[src/rtl/sprite_blit_writer.sv]
// Sprite-sheet to framebuffer blitter: raster-scans an SPR_W x SPR_H window of a ROM sheet and writes it clipped into the framebuffer.
// Optional macro BLIT_TRANSPARENCY_EN: palette index 0 is treated as transparent and never written.
module sprite_blit_writer #(
    parameter int SHEET_WIDTH = 926,
    parameter int SPR_W       = 64,
    parameter int SPR_H       = 64,
    parameter int FB_WIDTH    = 320,
    parameter int FB_HEIGHT   = 240,
    parameter int ROM_LAT     = 2
) (
    input  logic        pixel_clk_in,
    input  logic        rst_in,
    input  logic        start_in,
    input  logic [9:0]  src_x_in,
    input  logic [8:0]  src_y_in,
    input  logic [10:0] dst_x_in,
    input  logic [9:0]  dst_y_in,
    output logic [20:0] rom_addr_out,
    input  logic [7:0]  rom_data_in,
    output logic [16:0] fb_addr_out,
    output logic [7:0]  fb_data_out,
    output logic        fb_we_out,
    output logic        busy_out,
    output logic        done_out
);

    localparam int CW = (SPR_W > 1) ? $clog2(SPR_W) : 1;
    localparam int RW = (SPR_H > 1) ? $clog2(SPR_H) : 1;
    localparam logic [CW-1:0] COL_LAST = CW'(SPR_W - 1);
    localparam logic [RW-1:0] ROW_LAST = RW'(SPR_H - 1);

    localparam logic [1:0] S_IDLE  = 2'd0;
    localparam logic [1:0] S_READ  = 2'd1;
    localparam logic [1:0] S_DRAIN = 2'd2;
    localparam logic [1:0] S_DONE  = 2'd3;

    logic [1:0]    state_q, state_d;
    logic [CW-1:0] col_q, col_d;
    logic [RW-1:0] row_q, row_d;
    logic [2:0]    drain_q, drain_d;
    logic [9:0]    src_x_q, src_x_d;
    logic [8:0]    src_y_q, src_y_d;
    logic [10:0]   dst_x_q, dst_x_d;
    logic [9:0]    dst_y_q, dst_y_d;
    logic [20:0]   rom_addr_q, rom_addr_d;

    // Stage 0 lines up with rom_addr_out; stage ROM_LAT lines up with rom_data_in.
    logic          pv_q [0:ROM_LAT];
    logic [CW-1:0] pc_q [0:ROM_LAT];
    logic [RW-1:0] pr_q [0:ROM_LAT];

    always_comb begin
        state_d    = state_q;
        col_d      = col_q;
        row_d      = row_q;
        drain_d    = drain_q;
        src_x_d    = src_x_q;
        src_y_d    = src_y_q;
        dst_x_d    = dst_x_q;
        dst_y_d    = dst_y_q;
        rom_addr_d = rom_addr_q;
        case (state_q)
            S_IDLE: begin
                if (start_in) begin
                    src_x_d = src_x_in;
                    src_y_d = src_y_in;
                    dst_x_d = dst_x_in;
                    dst_y_d = dst_y_in;
                    col_d   = '0;
                    row_d   = '0;
                    state_d = S_READ;
                end
            end
            S_READ: begin
                rom_addr_d = 21'(src_x_q) + 21'(col_q)
                           + (21'(src_y_q) + 21'(row_q)) * 21'(SHEET_WIDTH);
                if (col_q == COL_LAST) begin
                    col_d = '0;
                    if (row_q == ROW_LAST) begin
                        drain_d = '0;
                        state_d = S_DRAIN;
                    end else begin
                        row_d = row_q + 1'b1;
                    end
                end else begin
                    col_d = col_q + 1'b1;
                end
            end
            // Stays until the final sample has left the ROM pipeline.
            S_DRAIN: begin
                if (drain_q == 3'(ROM_LAT)) begin
                    state_d = S_DONE;
                end else begin
                    drain_d = drain_q + 3'd1;
                end
            end
            default: state_d = S_IDLE;
        endcase
    end

    always_ff @(posedge pixel_clk_in) begin
        if (rst_in) begin
            state_q    <= S_IDLE;
            col_q      <= '0;
            row_q      <= '0;
            drain_q    <= '0;
            src_x_q    <= '0;
            src_y_q    <= '0;
            dst_x_q    <= '0;
            dst_y_q    <= '0;
            rom_addr_q <= '0;
            for (int unsigned i = 0; i <= ROM_LAT; i++) begin
                pv_q[i] <= 1'b0;
                pc_q[i] <= '0;
                pr_q[i] <= '0;
            end
        end else begin
            state_q    <= state_d;
            col_q      <= col_d;
            row_q      <= row_d;
            drain_q    <= drain_d;
            src_x_q    <= src_x_d;
            src_y_q    <= src_y_d;
            dst_x_q    <= dst_x_d;
            dst_y_q    <= dst_y_d;
            rom_addr_q <= rom_addr_d;
            pv_q[0]    <= (state_q == S_READ);
            pc_q[0]    <= col_q;
            pr_q[0]    <= row_q;
            for (int unsigned i = 1; i <= ROM_LAT; i++) begin
                pv_q[i] <= pv_q[i-1];
                pc_q[i] <= pc_q[i-1];
                pr_q[i] <= pr_q[i-1];
            end
        end
    end

    logic [11:0] fx, fy;
    logic        in_range, opaque, smp_valid;

    always_comb begin
        smp_valid = pv_q[ROM_LAT];
        fx        = 12'(dst_x_q) + 12'(pc_q[ROM_LAT]);
        fy        = 12'(dst_y_q) + 12'(pr_q[ROM_LAT]);
        in_range  = (fx < 12'(FB_WIDTH)) && (fy < 12'(FB_HEIGHT));
`ifdef BLIT_TRANSPARENCY_EN
        opaque    = (rom_data_in != 8'h00);
`else
        opaque    = 1'b1;
`endif
        fb_we_out   = smp_valid && in_range && opaque;
        fb_addr_out = smp_valid ? (17'(fx) + 17'(fy) * 17'(FB_WIDTH)) : '0;
        fb_data_out = smp_valid ? rom_data_in : '0;
    end

    assign rom_addr_out = rom_addr_q;
    assign busy_out     = (state_q != S_IDLE);
    assign done_out     = (state_q == S_DONE);

endmodule

[config.mk]
export PLATFORM = sky130hd
export DESIGN_NAME = sprite_blit_writer
export DESIGN_NICKNAME = d
export VERILOG_FILES = /design/src/rtl/sprite_blit_writer.sv
export SDC_FILE = /design/constraint.sdc
export NUM_CORES = 1
export LEC_CHECK = 0
export CAP_MARGIN = 20
export CORE_UTILIZATION = 43
export CTS_BUF_LIST = sky130_fd_sc_hd__clkbuf_16
export DETAILED_ROUTE_END_ITERATION = 12
export PLACE_DENSITY = 0.69
export SLEW_MARGIN = 0
export SYNTH_ARGS = -nofsm -noshare
export SYNTH_HDL_FRONTEND = slang
export SYNTH_SLANG_ARGS = --single-unit
[constraint.sdc]
create_clock -name pixel_clk_in -period 5.7 [get_ports pixel_clk_in]
set_input_delay 1.71 -clock pixel_clk_in [delete_from_list [all_inputs] [get_ports pixel_clk_in]]
set_output_delay 1.71 -clock pixel_clk_in [all_outputs]
set_load 0.03 [all_outputs]
==> impl_metrics.toml, run 1 <==
[timing]
final.period_utilization_pct = 105
worst_slack_ns = -0.270
whs_ns = 0.429
hold_viol = 0
tightest_slew_ns = 0.846
fin_skew_ns = 0.0158
tns_ns = -1.65
final_max_slew_viol_count = 0
finalSetupViolations = 11
relSlewSlack_pct = 43.6
timing.fmax_mhz = 168
post-route-min-period_ns = 5.97
grt_setup_unrepaired = "yes"

[drt]
top_layer_used = "met4"
totalWireLength_um = 20800
drtPass1Iterations = 5
wl_per_cell_um = 14.0
viasPerCell = 4.95
num_vias = 7352
drc_errors = 0
dr_wl_met3_um = 733
drt_iter0_drc = 325
dr_wl_met2_um = 10000
ant_nets = 0
m1WireLength_um = 9860

[setup_path]
endpoint_kind = "register"
reg2reg_from = "row_q[0]"
crit_start = "row_q[0]"
crit_type = "register to register"
critPathLaunchType = "register"
crit_fanout = 5
required_ns = 6.01
crit_arrival_ns = 6.28

[floorplan]
start_util_pct = 44.5
dieArea_um2 = 20300
fp-row-count = 50
core-area_um2 = 19000
fp.dieW_um = 142
io_pins = 100
fp.dieH_um = 142

[place]
io_buffer_count = 99
post-dp-hpwl_um = 15000
placed_area_um2 = 10600
gp_congestion = 0.825

[cells_and_area]
design_area_um2 = 12000
final_nets = 1409
syn_to_final_growth_pct = 42.1
final_layout_size_suffix_gt1_share_pct = 25.4
fin_util_pct = 63.3
num_antenna_cells = 0
final_cell_mix = "137 x buf_4, 109 x dfxtp_1, 103 x inv_1, 101 x nand2_1, 91 x clkdlybuf4s50_1"
layout_commonest_cell = "buf_4"

[logic_synthesis]
synth_area_leaders = "dfxtp_1 28%, ha_1 16%, fa_1 7.8%, a21oi_1 5.4%, inv_1 4.9%"
synth_area_leader_cell = "dfxtp_1"
ys.flop_type = "dfxtp_1"
netlist_area_um2 = 8470
synth-seq-area-share_pct = 27.7
synth-edff-count = 0
synth-seq-cells = 117
synth_cells = 984
yosysUniqueCellTypes = 62
netlist.area_leader.share_pct = 27.7
syn_nets = 1179
syn_area_per_cell_um2 = 8.61
yosysWarnings = 0
async_flop_share_pct = 0

[power]
p_sw_share_pct = 42.0
ir_drop_v = 0.000356
p_comb_share_pct = 67.9
p_int_mw = 3.65
pwr-share-clk_pct = 15.7
p_switching_mw = 2.64
p_per_area_nw_per_um2 = 523
p_seq_share_pct = 16.5
power.leakage_nw = 5.62

[run_status]
violations = "setup timing"
status = "complete, but fails checks"

[clocking]
clockBufferDepth = 2
htreeDepth = 4
cts_tree = "done"
clk_pin_slew_ns = 0.06
clock-sinks = 117
root_buffer = "clkbuf_16"
clkLatencyLatePin_ns = 0.41
cts_buffers = 17
cts-hold-fix-buffers = 0

[grt]
grt_pass1_wl_um = 33000
grt_max_degree = 67
grtUsageTotal_pct = 20.6
grt-ovfl-total = 0
grt_pass1_vias = 7135
antenna_found_initial = 0

[hold_path]
hp-start = "pc_q[0][2]"
hold_path.class = "register to register"

[flow_run]
maxCapViolations = 0
==> critical path, cell delays in order, from the launching register on <==
cell and delay, ns:
dfxtp_2 0.33, ha_4 0.16, fa_2 0.34, a21oi_2 0.12, nor2_1 0.06, nor2_2 0.16, o21bai_1 0.09, a21oi_2 0.20
buf_4 0.14, buf_4 0.08, nor2_1 0.06, xor2_1 0.17, fa_1 0.51, inv_1 0.05, ha_1 0.29, inv_1 0.05
fa_1 0.47, inv_1 0.05, fa_1 0.52, ha_4 0.32, o211ai_1 0.14, o21ai_1 0.31, buf_4 0.18, a21oi_2 0.06
xnor2_2 0.20, nand2_2 0.14, or3_1 0.38, a311oi_1 0.29
==> flip-flops by register name, summed over array words and instances, names as in the netlist <==
signal,cells
src_y_q,9
pr_q,18
dst_x_q,11
col_q,6
pc_q,18
dst_y_q,10
pv_q,3
row_q,6
src_x_q,10
drain_q,3
state_q,2
rom_addr_out,21
==> what timing repair did <==
item | 4_1_cts | 5_1_grt
endpoints found under the hold margin | 0 | 0
setup endpoints to repair | 19 | 20
gates resized for setup | 81 | 60
pin swaps | 68 | 40
buffers inserted | 23 | 9
==> power groups by stage <==
stage	clock network (mW)	logic, mW	registers (mW)
after CTS	1.01	4.07	1.03
final	0.986	4.27	1.04
after detailed placement	0	3.65	1.05
after global placement	0	3.58	1.04
after global routing	1.05	4.66	1.05
after floorplan	0	2.34	1.11
==> per-layer routing <==
layer / vias up / track usage [%]
met4: 0 / 6.34
li1: 3750 / -
met5: - / 0
met1: 3448 / 26.9
met2: 139 / 34.2
met3: 15 / 4.00
==> cell families after synthesis <==
kind of cell,after synthesis,synth area share [%]
AOI/OAI and AO/OA,198,14.9
xor gates and xnor gates,78,8.32
adders and majority gates,144,24.2
buffers and inverters,140,6.29
DFF,117,27.7
muxes,11,1.30
and+or+nand+nor,296,17.4
==> cell usage after synthesis, types with 3 or more instances <==
master,count
dfxtp_1,117
ha_1,111
inv_1,110
nand2_1,102
a21oi_1,91
nor2_1,60
xnor2_1,46
nor2b_1,40
fa_1,33
and2_1,32
xor2_1,30
o21ai_0,26
clkbuf_1,25
a21o_1,24
a211oi_1,12
mux2i_1,11
nand3_1,8
nand4_1,8
nor3_1,8
o21bai_1,7
and3_1,6
a211o_1,5
and4_1,5
nand2b_1,5
o2111ai_1,5
o211ai_1,5
or3_1,5
or2_2,4
a311oi_1,3
nor3b_1,3
==> per-stage QoR <==
stage                     instances  setup slack (ns)  power [mW]
after floorplan                 984            -0.155        3.45
after global placement         1424            -0.444        4.62
after detailed placement       1424            -0.551        4.69
after CTS                      1477            -0.260        6.10
after global routing           1486            -0.594        6.76
final                          1486            -0.270        6.29
==> final timing paths <==
kind | to | slack, ns | cells past startpoint
setup reg to reg | rom_addr_out[17] | -0.27 | 27
hold / removal | pc_q[0][8] | 0.43 | 1
hold reg to reg | pc_q[0][8] | 0.43 | 1
setup / recovery | rom_addr_out[17] | -0.27 | 27
==> final cells by class <==
cell class	instances	area (µm²)
clock buffers	17	425
flip-flops and latches	117	2350
well taps	260	325
clock inverters	14	115
inverters	110	415
multi-input cells	727	6320
fillers	1562	6980
repair buffers	241	2080
Power figures use the tool's default switching activity.
==> inputs of run 2 (changes only) <==
Settings changed: CAP_MARGIN 20 to not set.
==> results of run 2 <==
The final DEF is identical to that of run 1; final timing and power are the same.
